File: src/rtl/siso_shift_ctrl_if.sv
// Bus between a parallel producer/consumer, the serial line and the
// siso_shift_ctrl sequencer.
//
// Handshake: a word moves on a rising clk edge where in_valid and in_ready
// are both high. The source holds in_data stable and keeps in_valid high
// until that edge. in_ready never depends on in_valid. out_valid is a
// one-cycle strobe with no backpressure: the consumer must take out_data
// in that cycle or read it later, because it holds until the next word.
interface siso_shift_ctrl_if #(
    parameter int DATA_W = 8
);
    logic [DATA_W-1:0] in_data;
    logic              in_valid;
    logic              in_ready;
    logic              sin;
    logic              sout;
    logic              shift_en;
    logic [DATA_W-1:0] out_data;
    logic              out_valid;
    logic              busy;

    // Producer / serial environment side.
    modport master (
        output in_data,
        output in_valid,
        output sin,
        input  in_ready,
        input  sout,
        input  shift_en,
        input  out_data,
        input  out_valid,
        input  busy
    );

    // Controller side.
    modport slave (
        input  in_data,
        input  in_valid,
        input  sin,
        output in_ready,
        output sout,
        output shift_en,
        output out_data,
        output out_valid,
        output busy
    );
endinterface

File: src/rtl/siso_shift_ctrl.sv
// Serial-in/serial-out shift sequencer. It accepts a parallel word, then
// shifts it out on sout one bit every DIV clocks. In the same bit periods it
// shifts sin in, and it presents the received word with a one-cycle
// out_valid strobe. shift_en marks the last clock of each bit period, which
// is the edge where both shift registers move.
module siso_shift_ctrl #(
    parameter int DATA_W    = 8,
    parameter int DIV       = 4,
    parameter int LSB_FIRST = 0
) (
    input  logic             clk,
    input  logic             rst,
    siso_shift_ctrl_if.slave bus,
    output logic [1:0]       dbg_state
);

    typedef enum logic [1:0] {
        IDLE  = 2'd0,
        SHIFT = 2'd1,
        DONE  = 2'd2
    } state_t;

    localparam int DIV_W   = (DIV > 1) ? $clog2(DIV) : 1;
    localparam int CNT_W   = $clog2(DATA_W + 1);
    localparam int OUT_IDX = (LSB_FIRST != 0) ? 0 : DATA_W - 1;

    localparam logic [DIV_W-1:0] DIV_LAST = DIV_W'(DIV - 1);
    localparam logic [CNT_W-1:0] BIT_LAST = CNT_W'(DATA_W - 1);

    state_t            state;
    state_t            state_nxt;
    logic [DATA_W-1:0] tx_reg;
    logic [DATA_W-1:0] rx_reg;
    logic [DATA_W-1:0] out_q;
    logic [DIV_W-1:0]  div_cnt;
    logic [CNT_W-1:0]  bit_cnt;

    logic              ready_int;
    logic              accept;
    logic              bit_end;
    logic              last_bit;
    logic [DATA_W-1:0] tx_shifted;
    logic [DATA_W-1:0] rx_shifted;

    // An accept is blocked during reset, so reset wins over a waiting word.
    assign ready_int = (state == IDLE) && !rst;
    assign accept    = bus.in_valid && ready_int;

    // The last clock of a bit period. Both shift registers move on this edge.
    assign bit_end  = (state == SHIFT) && (div_cnt == DIV_LAST);
    assign last_bit = bit_end && (bit_cnt == BIT_LAST);

    // Shift direction: tx moves toward the output end with zero fill. rx
    // takes sin at the end opposite to where the first bit will settle. This
    // makes a loopback return the original word for either bit order.
    generate
        if (LSB_FIRST != 0) begin : g_lsb_first
            assign tx_shifted = {1'b0, tx_reg[DATA_W-1:1]};
            assign rx_shifted = {bus.sin, rx_reg[DATA_W-1:1]};
        end else begin : g_msb_first
            assign tx_shifted = {tx_reg[DATA_W-2:0], 1'b0};
            assign rx_shifted = {rx_reg[DATA_W-2:0], bus.sin};
        end
    endgenerate

    // State register.
    always_ff @(posedge clk) begin
        if (rst) begin
            state <= IDLE;
        end else begin
            state <= state_nxt;
        end
    end

    // Next-state logic. DONE always lasts exactly one cycle.
    always_comb begin
        state_nxt = state;
        case (state)
            IDLE: begin
                if (accept) begin
                    state_nxt = SHIFT;
                end
            end
            SHIFT: begin
                if (last_bit) begin
                    state_nxt = DONE;
                end
            end
            DONE: begin
                state_nxt = IDLE;
            end
            default: begin
                state_nxt = IDLE;
            end
        endcase
    end

    // Datapath: load on accept, then divide and shift while in SHIFT.
    // The received word goes to out_q together with its final bit.
    always_ff @(posedge clk) begin
        if (rst) begin
            tx_reg  <= '0;
            rx_reg  <= '0;
            out_q   <= '0;
            div_cnt <= '0;
            bit_cnt <= '0;
        end else begin
            if (accept) begin
                tx_reg  <= bus.in_data;
                rx_reg  <= '0;
                div_cnt <= '0;
                bit_cnt <= '0;
            end else if (state == SHIFT) begin
                if (bit_end) begin
                    div_cnt <= '0;
                    tx_reg  <= tx_shifted;
                    rx_reg  <= rx_shifted;
                    bit_cnt <= bit_cnt + CNT_W'(1);
                    if (last_bit) begin
                        out_q <= rx_shifted;
                    end
                end else begin
                    div_cnt <= div_cnt + DIV_W'(1);
                end
            end
        end
    end

    // Output decode. sout comes straight from the tx register, so it only
    // changes at bit boundaries. It is forced low outside SHIFT.
    always_comb begin
        bus.in_ready  = ready_int;
        bus.sout      = (state == SHIFT) ? tx_reg[OUT_IDX] : 1'b0;
        bus.shift_en  = bit_end;
        bus.out_data  = out_q;
        bus.out_valid = (state == DONE);
        bus.busy      = (state != IDLE);
        dbg_state     = state;
    end

endmodule

File: src/flat_wrapper.sv
// flat-port wrapper written by rule: the top's interface ports become plain ports
module siso_shift_ctrl_flat 
#(
    parameter int DATA_W    = 8,
    parameter int DIV       = 4,
    parameter int LSB_FIRST = 0
)
  (clk, rst, dbg_state, bus_in_data, bus_in_valid, bus_sin, bus_in_ready, bus_sout, bus_shift_en, bus_out_data, bus_out_valid, bus_busy);
  siso_shift_ctrl_if #(.DATA_W(DATA_W)) bus_i ();
  input  logic clk;
  input  logic rst;
  output logic [1:0] dbg_state;
  input wire logic [$bits(bus_i.in_data)-1:0] bus_in_data;
  input wire logic [$bits(bus_i.in_valid)-1:0] bus_in_valid;
  input wire logic [$bits(bus_i.sin)-1:0] bus_sin;
  output wire logic [$bits(bus_i.in_ready)-1:0] bus_in_ready;
  output wire logic [$bits(bus_i.sout)-1:0] bus_sout;
  output wire logic [$bits(bus_i.shift_en)-1:0] bus_shift_en;
  output wire logic [$bits(bus_i.out_data)-1:0] bus_out_data;
  output wire logic [$bits(bus_i.out_valid)-1:0] bus_out_valid;
  output wire logic [$bits(bus_i.busy)-1:0] bus_busy;
  assign bus_i.in_data = bus_in_data;
  assign bus_i.in_valid = bus_in_valid;
  assign bus_i.sin = bus_sin;
  assign bus_in_ready = bus_i.in_ready;
  assign bus_sout = bus_i.sout;
  assign bus_shift_en = bus_i.shift_en;
  assign bus_out_data = bus_i.out_data;
  assign bus_out_valid = bus_i.out_valid;
  assign bus_busy = bus_i.busy;
  siso_shift_ctrl #(.DATA_W(DATA_W), .DIV(DIV), .LSB_FIRST(LSB_FIRST)) u_core (.clk(clk), .rst(rst), .bus(bus_i), .dbg_state(dbg_state));
endmodule
File: config.mk
export PLATFORM = sky130hd
export DESIGN_NAME = siso_shift_ctrl_flat
export DESIGN_NICKNAME = d
export VERILOG_FILES = /design/src/rtl/siso_shift_ctrl_if.sv /design/src/rtl/siso_shift_ctrl.sv /design/src/flat_wrapper.sv
export SDC_FILE = /design/constraint.sdc
export NUM_CORES = 1
export LEC_CHECK = 0
export ABC_AREA = 1
export BUFFER_PORTS_ARGS = -buffer_cell sky130_fd_sc_hd__buf_4
export CORE_MARGIN = 4
export CORE_UTILIZATION = 25
export DETAILED_ROUTE_END_ITERATION = 10
export GPL_ROUTABILITY_DRIVEN = 0
export PLACE_DENSITY = 0.48
export SYNTH_ARGS = -nofsm -noshare
export SYNTH_HDL_FRONTEND = slang
export SYNTH_SLANG_ARGS = --single-unit
File: constraint.sdc
create_clock -name clk -period 1.9 [get_ports clk]
set_input_delay 0.285 -clock clk [delete_from_list [all_inputs] [get_ports clk]]
set_output_delay 0.285 -clock clk [all_outputs]
set_load 0.02 [all_outputs]
==> flow_summary.json, run 1 <==
{
  "num_antenna_cells": 0,
  "totalPowerFinal_mw": 1.408,
  "crit_buf_inv": 2,
  "final.setup.tns_ps": 0,
  "critPathTopFamily": "flip-flops",
  "htree_levels": 2,
  "layout.cells.most_common_list": "sky130_fd_sc_hd__nand2_1 (50), sky130_fd_sc_hd__inv_1 (33), sky130_fd_sc_hd__buf_4 (31), sky130_fd_sc_hd__dfxtp_1 (31)",
  "irDropWorstVdd_uv": 336.1,
  "r2r-start": "u_core.div_cnt[0]",
  "grt.total_usage_pct": 9.787,
  "clk_root_buffer_cell": "sky130_fd_sc_hd__clkbuf_8",
  "timing.critical_path.to_type": "primary output",
  "synth-seq-area-share_pct": 39.49,
  "cp_slowest_cell": "sky130_fd_sc_hd__dfxtp_1",
  "crit_end": "bus_shift_en",
  "dieHeight_um": 87.29,
  "timing.critical_path.depth": 4,
  "timing.reg2reg.setup_slack_ps": 410,
  "ctsResizeCount": 0,
  "postSynthCellCount": 206,
  "ys_seq_elements": 31,
  "postCtsSetupBuffers": 0,
  "cts.reportedPaths.clkPinSlew_ps": 70,
  "netlist_area_sq_um": 1572,
  "clkLatencyLatePin_ps": 280,
  "post-route-period-util_pct": 90.36,
  "remaining_drc_errors": 0,
  "rsz_0062_raised_after_global_routing": "no",
  "max-clock-path-buffers": 2,
  "dr.first_iter.drc_count": 91,
  "dpl.hpwl_um": 2465,
  "antenna_found_initial": 0,
  "max_stage_delay_ps": 360,
  "worstMarginPinSlew_ps": 377.8,
  "grt_pass1_vias": 1203,
  "fin_worst_skew_ps": 6.797,
  "worst_ep_required_time_ps": 1620,
  "post_route_cells_drive_above_1_share_pct": 24.46,
  "timing_hold_violations_final": 0,
  "worst_ep_arrival_time_ps": 1430,
  "cts_hold_buf": 0,
  "route.antenna.remaining_nets": 0,
  "average_cell_area_after_synthesis_sq_um": 7.629,
  "wl_per_cell_um": 11.29,
  "report.final.setup_viol": 0,
  "syn2layout_area_growth_pct": 19.74,
  "synth.net_count": 220,
  "post-place-cells": 300,
  "worstSetupPathType": "reg -> out",
  "setup.worst_path.start_class": "flop",
  "num_io_pins": 27,
  "outcome": "finished, final reports clean",
  "core_region_area_sq_um": 6026,
  "yosys.cell_types.count": 27,
  "startpoint": "u_core.div_cnt[0]",
  "layout_commonest_cell": "sky130_fd_sc_hd__nand2_1",
  "drt-vias-per-instance": 4.211,
  "r2r.worst_path.cells": 6,
  "die_w_um": 87.29,
  "drv_cap": 0,
  "p_leak_nw": 0.8756,
  "port-buffer-count": 26,
  "power.density_nw_per_um2": 748.0,
  "drt_first_pass_iters": 4,
  "clock_sink_total": 31,
  "slew_viol_final": 0,
  "die_area_sq_um": 7619,
  "tritoncts_clock_tree": "built",
  "final_net_count": 246,
  "hold_crit_class": "in -> reg",
  "clock.fmax_mhz": 582.4,
  "synth_warnings": 0,
  "initial_core_util_pct": 26.08,
  "path_cells": "ha_1 > nand3_4 > inv_1 > buf_4",
  "postRouteWirelength_um": 3477,
  "cts_made_buffers": 5,
  "grt_overflow_total": 0,
  "max_slew_margin_pct": 74.79,
  "worst-path-max-fanout": 20,
  "reg_to_reg_endpoint": "u_core.bus.out_data[4]",
  "stdcell_count": 308,
  "first_pass_grt_wire_length_um": 5775,
  "grt_start_max_net_pins": 21,
  "dr_total_vias": 1297,
  "min_period_ps": 1717,
  "placement_rows": 28
}
-- final cells by class --
class                   count  area (sq um)
repair buffers             31         232.7
flip-flops and latches     31         620.6
fillers                   680          4144
multi-input cells         128         700.7
clock buffers               8         100.1
inverters                  35         133.9
well taps                  75         93.84
-- synth_stat cells, drive strengths merged --
| master | count | area (sq um) |
|---|---|---|
| inv | 35 | 133.9 |
| nand3 | 12 | 120.1 |
| nand3b | 1 | 7.510 |
| a21oi | 10 | 65.06 |
| nor3b | 1 | 7.510 |
| ha | 2 | 25.02 |
| nor2 | 16 | 83.83 |
| buf | 12 | 116.4 |
| o21ai | 17 | 88.83 |
| nand4 | 15 | 93.84 |
| nor3 | 3 | 15.01 |
| nand2 | 51 | 193.9 |
| dfxtp | 31 | 620.6 |
-- metal layers --
layer  track usage, %  vias up  part of all wire (%)
met5                0        -                     0
met4            4.184        0                   1.9
met3            2.554        6                   2.7
met2            14.04       17                    44
met1            13.70      569                    52
li1                 -      705                     -
-- power breakdown --
part / total, mW / switching [mW] / leakage (nW) / internal (mW)
combinational: 0.153 / 0.0905 / 0.573 / 0.0626
sequential: 0.683 / 0.0159 / 0.251 / 0.667
clock: 0.571 / 0.241 / 0.0515 / 0.330
total: 1.41 / 0.347 / 0.876 / 1.06
-- worst min path at each step --
stage	startpoint	to	depth (start not counted)
3_5_place_dp	u_core.tx_reg[3]	u_core.tx_reg[3]	2
6_report	bus_in_data[0]	u_core.tx_reg[0]	3
3_3_place_gp	u_core.tx_reg[3]	u_core.tx_reg[3]	2
4_1_cts	bus_in_data[0]	u_core.tx_reg[0]	3
2_1_floorplan	bus_in_data[0]	u_core.tx_reg[0]	2
5_1_grt	bus_in_data[0]	u_core.tx_reg[0]	3
-- cell families (layout without fill, tap and decap cells) --
| logic type | Yosys count | in the layout | share of synthesized area, % |
|---|---|---|---|
| and+or+nand+nor | 99 | 99 | 33.20 |
| buffers and inverters | 47 | 74 | 15.92 |
| DFF | 31 | 31 | 39.49 |
| AOI/OAI and AO/OA | 27 | 27 | 9.793 |
| adders and majority gates | 2 | 2 | 1.592 |
-- worst reg2reg max path, delay by kind of cell, from the launching register on --
kind            cells  cell delay [ps]
compound gates      1               90
fa+ha+maj           1              230
simple gates        4              700
flops               1              360
-- through the flow --
stage	setup WS, ps	cell area, sq um	utilization, %	hold WS (ps)
2_1_floorplan	426.3	1572	-	452.8
3_3_place_gp	468.4	1782	29.57	469.7
3_5_place_dp	427.0	1782	29.57	471.2
4_1_cts	174.9	1882	31.23	300.4
5_1_grt	84.48	1882	31.23	311.9
6_report	183.1	1882	31.23	305.6
(Power assumes the default switching activity.)
==> run 2, diff against run 1 <==
--- a/config.mk
+++ b/config.mk
@@ -12,6 +12,7 @@
 export DETAILED_ROUTE_END_ITERATION = 10
 export GPL_ROUTABILITY_DRIVEN = 0
 export PLACE_DENSITY = 0.48
+export REMOVE_ABC_BUFFERS = 1
 export SYNTH_ARGS = -nofsm -noshare
 export SYNTH_HDL_FRONTEND = slang
 export SYNTH_SLANG_ARGS = --single-unit
==> run 2 against run 1 <==
  * Highest routed layer unchanged
  * Flip-flop and latch count stayed put
  * Register-to-register slack better by 90 ps
  * Total power hardly changed
  * Setup slack better by 100 ps
  * Utilization is 0.25 points higher
==> flow_summary.json, run 2 (same netlist as run 1, synthesis figures left out) <==
{
  "die_area_sq_um": 7619,
  "slew_viol_final": 0,
  "hold_crit_class": "in -> reg",
  "clock_sink_total": 31,
  "power.density_nw_per_um2": 741.4,
  "placement_rows": 28,
  "htree_levels": 2,
  "worst-path-max-fanout": 7,
  "dr_total_vias": 1338,
  "power.switching_mw": 0.3447,
  "int_pwr_mw": 1.062,
  "die_w_um": 87.29,
  "outcome": "finished, final reports clean",
  "report.final.setup_viol": 0,
  "remaining_drc_errors": 0,
  "startpoint_of_the_most_critical_hold_path": "bus_in_data[0]",
  "totalPowerFinal_mw": 1.406,
  "setup.worst_path.start_class": "flop",
  "worst_ep_arrival_time_ps": 1330,
  "post-route-period-util_pct": 84.88,
  "r2r-start": "u_core.div_cnt[0]",
  "final_design_area_no_fill_sq_um": 1897,
  "port-buffer-count": 26,
  "p_leak_nw": 0.8846,
  "final_net_count": 248,
  "syn2layout_area_growth_pct": 20.70,
  "drt_first_pass_iters": 4,
  "initial_core_util_pct": 26.08,
  "tritoncts_clock_tree": "built",
  "postCtsSetupBuffers": 0,
  "sw_frac_of_total_pct": 24.51,
  "dr.first_iter.drc_count": 72,
  "rsz_0062_raised_after_global_routing": "no",
  "worstSetupPathType": "reg -> out",
  "clk_root_buffer_cell": "sky130_fd_sc_hd__clkbuf_8",
  "worstMarginPinSlew_ps": 418.5,
  "ctsResizeCount": 0,
  "clkLatencyLatePin_ps": 280,
  "dieHeight_um": 87.29,
  "power_frac_clock_pct": 40.4,
  "antenna_found_initial": 0,
  "max_slew_margin_pct": 72.07,
  "timing_hold_violations_final": 0,
  "dpl-instance-area_sq_um": 1797,
  "irDropWorstVdd_uv": 366.7,
  "timing.critical_path.to_type": "primary output",
  "route.antenna.remaining_nets": 0,
  "drt-vias-per-instance": 4.316,
  "grt_overflow_total": 0,
  "cts.reportedPaths.clkPinSlew_ps": 60,
  "final.setup.tns_ps": 0,
  "grt.total_usage_pct": 10.31,
  "grt_start_max_net_pins": 17,
  "cts_made_buffers": 5,
  "min_period_ps": 1613,
  "postRouteWirelength_um": 3467,
  "worst_ep_required_time_ps": 1620,
  "cts_hold_buf": 0,
  "drv_cap": 0,
  "num_io_pins": 27,
  "max-clock-path-buffers": 2,
  "grt_pass1_vias": 1317,
  "clock.fmax_mhz": 620.1,
  "p_comb_share_pct": 11.1,
  "layout_commonest_cell": "sky130_fd_sc_hd__nand2_1",
  "sequentialPowerShare_pct": 48.6,
  "layout.cells.most_common_list": "sky130_fd_sc_hd__nand2_1 (50), sky130_fd_sc_hd__inv_1 (33), sky130_fd_sc_hd__buf_4 (33)",
  "dpl.hpwl_um": 2448,
  "num_antenna_cells": 0,
  "wl_per_cell_um": 11.18,
  "post_route_cells_drive_above_1_share_pct": 25.11,
  "core_region_area_sq_um": 6026,
  "fin_worst_skew_ps": 2.055,
  "first_pass_grt_wire_length_um": 6120,
  "startpoint": "u_core.div_cnt[0]"
}
-- run 2: critical path, cell delays in order (launching register included) --
cell and delay, ps:
sky130_fd_sc_hd__dfxtp_1 360, sky130_fd_sc_hd__ha_1 230, sky130_fd_sc_hd__nand3_4 140, sky130_fd_sc_hd__inv_1 150, sky130_fd_sc_hd__buf_4 160
-- run 2: final timing paths --
| path | to | slack (ps) | depth (start not counted) |
|---|---|---|---|
| hold reg to reg | u_core.tx_reg[7] | 480 | 2 |
| setup reg to reg | u_core.bus.out_data[0] | 500 | 6 |
| hold / removal | u_core.tx_reg[0] | 300 | 3 |
| setup / recovery | bus_shift_en | 290 | 4 |
-- run 2: power by group through the flow --
stage	clock network, mW	registers [mW]	logic (mW)
after floorplan	0	0.702	0.0833
after global placement	0	0.697	0.158
after detailed placement	0	0.698	0.158
after CTS	0.592	0.683	0.159
after global routing	0.633	0.685	0.176
final	0.568	0.683	0.156
-- run 2: final cells by class --
type / count / area (sq um)
Multi-Input combinational cell: 128 / 700.7
Timing Repair Buffer: 33 / 247.7
Sequential cell: 31 / 620.6
Tap cell: 75 / 93.84
Fill cell: 677 / 4129
Clock buffer: 8 / 100.1
Inverter: 35 / 133.9
-- run 2: metal layers --
layer | part of all wire, % | GRT usage, % | vias to the layer above | wire (um)
met5 | 0 | 0 | - | 0
met3 | 5.8 | 3.122 | 8 | 202
met1 | 49 | 13.17 | 587 | 1711
met2 | 43 | 16.10 | 28 | 1493
li1 | - | - | 715 | -
met4 | 1.7 | 4.184 | 0 | 59
-- run 2: stage by stage --
stage	std cells	hold slack, ps	util (%)	setup slack, ps
2_1_floorplan	194	347.4	-	202.9
3_3_place_gp	302	466.6	29.82	530.9
3_5_place_dp	302	473.2	29.82	487.0
4_1_cts	310	295.1	31.48	258.1
5_1_grt	310	301.8	31.48	180.4
6_report	310	304.5	31.48	287.3
==> run 3, diff against run 2 <==
--- a/config.mk
+++ b/config.mk
@@ -5,13 +5,13 @@
 export SDC_FILE = /design/constraint.sdc
 export NUM_CORES = 1
 export LEC_CHECK = 0
-export ABC_AREA = 1
+export ABC_AREA = 0
 export BUFFER_PORTS_ARGS = -buffer_cell sky130_fd_sc_hd__buf_4
 export CORE_MARGIN = 4
 export CORE_UTILIZATION = 25
 export DETAILED_ROUTE_END_ITERATION = 10
 export GPL_ROUTABILITY_DRIVEN = 0
-export PLACE_DENSITY = 0.48
+export PLACE_DENSITY = 0.5
 export REMOVE_ABC_BUFFERS = 1
 export SYNTH_ARGS = -nofsm -noshare
 export SYNTH_HDL_FRONTEND = slang
==> constraint.sdc (replaced) <==
create_clock -name clk -period 1.3 [get_ports clk]
set_input_delay 0.195 -clock clk [delete_from_list [all_inputs] [get_ports clk]]
set_output_delay 0.195 -clock clk [all_outputs]
set_load 0.02 [all_outputs]
==> run 3 against run 2 <==
  * The run now ends with negative setup slack left
  * Wire length shrank 4.0%
  * Utilization is 8.9 points higher
  * Via count shrank 9.9%
  * Area after synthesis is 13% lower
  * Count of clock-buffer cells in the layout fell by 1
  * Flip-flop and latch count did not move
  * First-iteration DRC count decreased by 22%
  * Sequential power up 45%
  * Highest routed layer unchanged
  * Setup slack worse by 420 ps
  * Clock power up 29%
==> flow_summary.json, run 3 <==
{
  "hold_crit_class": "in -> reg",
  "worst_ep_arrival_time_ps": 1240,
  "worst_ep_required_time_ps": 1110,
  "failed_checks": "negative setup slack",
  "ys_seq_elements": 31,
  "synth_simple_gate_area_share_pct": 25.25,
  "synth_largest_type_area_fraction_pct": 45.38,
  "average_cell_area_after_synthesis_sq_um": 8.997,
  "cts_hold_buf": 0,
  "p_leak_nw": 0.7854,
  "grt_overflow_total": 0,
  "startpoint_of_the_most_critical_hold_path": "bus_sin",
  "worst-path-max-fanout": 2,
  "core_region_area_sq_um": 5205,
  "postSynthCellCount": 152,
  "die_w_um": 81.96,
  "post-route-period-util_pct": 110.3,
  "setup_slack_ps": -134.4,
  "worstMarginPinSlew_ps": 321.4,
  "clock_sink_total": 31,
  "rsz_0062_raised_after_global_routing": "yes",
  "r2r-start": "u_core.div_cnt[1]",
  "layout_commonest_cell": "sky130_fd_sc_hd__buf_4",
  "slew_viol_final": 0,
  "layout.cells.most_common_list": "sky130_fd_sc_hd__buf_4 (32), sky130_fd_sc_hd__dfxtp_1 (27), sky130_fd_sc_hd__nand2_1 (26)",
  "clock.fmax_mhz": 697.2,
  "timing_hold_violations_final": 0,
  "fin_worst_skew_ps": 10.98,
  "setup.worst_path.start_class": "flop",
  "area_share_of_fa_ha_maj_cells_after_synthesis_pct": 1.830,
  "synth.mux.area_fraction_pct": 7.319,
  "max_slew_margin_pct": 78.57,
  "dr_total_vias": 1205,
  "placement_rows": 26,
  "remaining_drc_errors": 0,
  "report.final.setup_viol": 22,
  "synth_top_flop_cell": "sky130_fd_sc_hd__dfxtp_1",
  "max-clock-path-buffers": 2,
  "power.density_nw_per_um2": 960.4,
  "wl_per_cell_um": 12.24,
  "startpoint": "u_core.div_cnt[1]",
  "dieHeight_um": 81.96,
  "stdcell_count": 272,
  "num_antenna_cells": 0,
  "drt-vias-per-instance": 4.430,
  "min_period_ps": 1434,
  "dpl.hpwl_um": 2145,
  "synth-seq-area-share_pct": 45.38,
  "synth_xor_area_share_pct": 0.6404,
  "htree_levels": 2,
  "grt_pass1_vias": 1128,
  "postRouteWirelength_um": 3328,
  "worstSetupPathType": "reg -> out",
  "post_route_cells_drive_above_1_share_pct": 48.51,
  "dr.first_iter.drc_count": 56,
  "detailedPlace.worstSlack_ps": -151.6,
  "yosys.area.top_type": "sky130_fd_sc_hd__dfxtp_1",
  "post-place-cells": 255,
  "grt_start_max_net_pins": 29,
  "compound_gate_portion_of_the_synthesized_area_pct": 13.63,
  "synth_warnings": 0,
  "port-buffer-count": 26,
  "syn2layout_area_growth_pct": 53.71,
  "antenna_found_initial": 0,
  "clk_root_buffer_cell": "sky130_fd_sc_hd__clkbuf_8",
  "cts.reportedPaths.clkPinSlew_ps": 60,
  "netlist_top_cells_count": "sky130_fd_sc_hd__dfxtp_1 (31), sky130_fd_sc_hd__nand2_1 (31), sky130_fd_sc_hd__nand2b_1 (16)",
  "synth_enable_flop_cells": 0,
  "first_pass_grt_wire_length_um": 5382,
  "final_net_count": 215,
  "initial_core_util_pct": 26.27,
  "timing.critical_path.to_type": "primary output",
  "drv_cap": 0,
  "cts_made_buffers": 5,
  "die_area_sq_um": 6717,
  "outcome": "finished, violations left",
  "totalPowerFinal_mw": 2.019,
  "final.setup.tns_ps": -1124,
  "top_post_synthesis_cells_by_area": "sky130_fd_sc_hd__dfxtp_1 (45%), sky130_fd_sc_hd__nand2_1 (8.5%), sky130_fd_sc_hd__a311oi_2 (7.7%)",
  "irDropWorstVdd_uv": 355.7,
  "grt.total_usage_pct": 10.81,
  "tritoncts_clock_tree": "built",
  "yosys.cell_types.count": 27,
  "synth_top_family_by_area": "simple AND/OR/NAND/NOR gates",
  "route.antenna.remaining_nets": 0,
  "num_io_pins": 27,
  "drt_first_pass_iters": 4,
  "clkLatencyLatePin_ps": 290,
  "postSynth.asyncResetShare_pct": 0,
  "netlist_area_sq_um": 1368
}
run 3: cell count changes in the layout (fill, tap and decap cells not counted), sizes merged, moves of 4 or more:
cell,before,now
o21ai,17,2
nand4,15,0
nand2,51,31
nor2,16,12
nand3,12,3
nand2b,0,16
a311oi,0,7
buf,33,52
inv,35,3
mux2i,0,10
run 3: stage by stage:
| step | utilization [%] | hold WS (ps) | instance area (sq um) |
|---|---|---|---|
| finish | 40.38 | 187.7 | 2102 |
| global route | 40.38 | 186.6 | 2102 |
| CTS | 37.69 | 163.1 | 1962 |
| detailed placement | 33.13 | 452.2 | 1724 |
| global placement | 33.13 | 447.4 | 1724 |
| floorplan | - | 262.9 | 1301 |
run 3: cell type report:
cell class	instances	area [sq um]
Sequential cell	31	625.6
Tap cell	70	87.58
Inverter	4	16.27
Multi-Input combinational cell	107	804.5
Clock buffer	7	76.32
Clock inverter	1	5.005
Timing Repair Buffer	52	486.7
Fill cell	543	3103
run 3: critical path, cell delays in order, from the launching register on:
cell	delay, ps
sky130_fd_sc_hd__dfxtp_2	330
sky130_fd_sc_hd__ha_4	150
sky130_fd_sc_hd__nand3b_1	140
sky130_fd_sc_hd__clkinv_2	80
sky130_fd_sc_hd__buf_6	130
sky130_fd_sc_hd__buf_6	120
run 3: cell families after synthesis:
kind of cell             Yosys count
AND/OR/NAND/NOR                   72
flip-flops                        31
AO/OA/AOI/OAI                     22
buffers and inverters             14
multiplexers                      10
adder cells (fa/ha/maj)            2
XOR/XNOR                           1
run 3: where the power goes:
group          leakage (nW)  switching (mW)  internal (mW)
clock                0.0422           0.360          0.375
sequential            0.253          0.0161          0.976
combinational         0.490           0.129          0.163
total                 0.785           0.505           1.51
run 3: final timing paths:
kind	slack, ps	end	cells after the start
worst min register to register	460	u_core.rx_reg[6]	2
worst max register to register	-110	u_core.bit_cnt[2]	6
worst min-delay path	190	u_core.rx_reg[0]	3
worst max-delay path	-130	bus_shift_en	5
run 3: routing by layer:
layer	GRT usage, %	wire length (um)	vias to the layer above
met1	13.95	1542	572
met4	5.814	69	0
met3	3.838	137	7
met2	15.59	1579	21
li1	-	-	605
met5	0	0	-
run 3: repair_timing:
| action | CTS | global route |
|---|---|---|
| endpoints found under the setup margin | 23 | 34 |
| resized for setup | 33 | 29 |
| gates cloned | 1 | 0 |
| endpoints found under the hold margin | 0 | 0 |
| setup buffers | 5 | 3 |
| pin swaps | 9 | 10 |
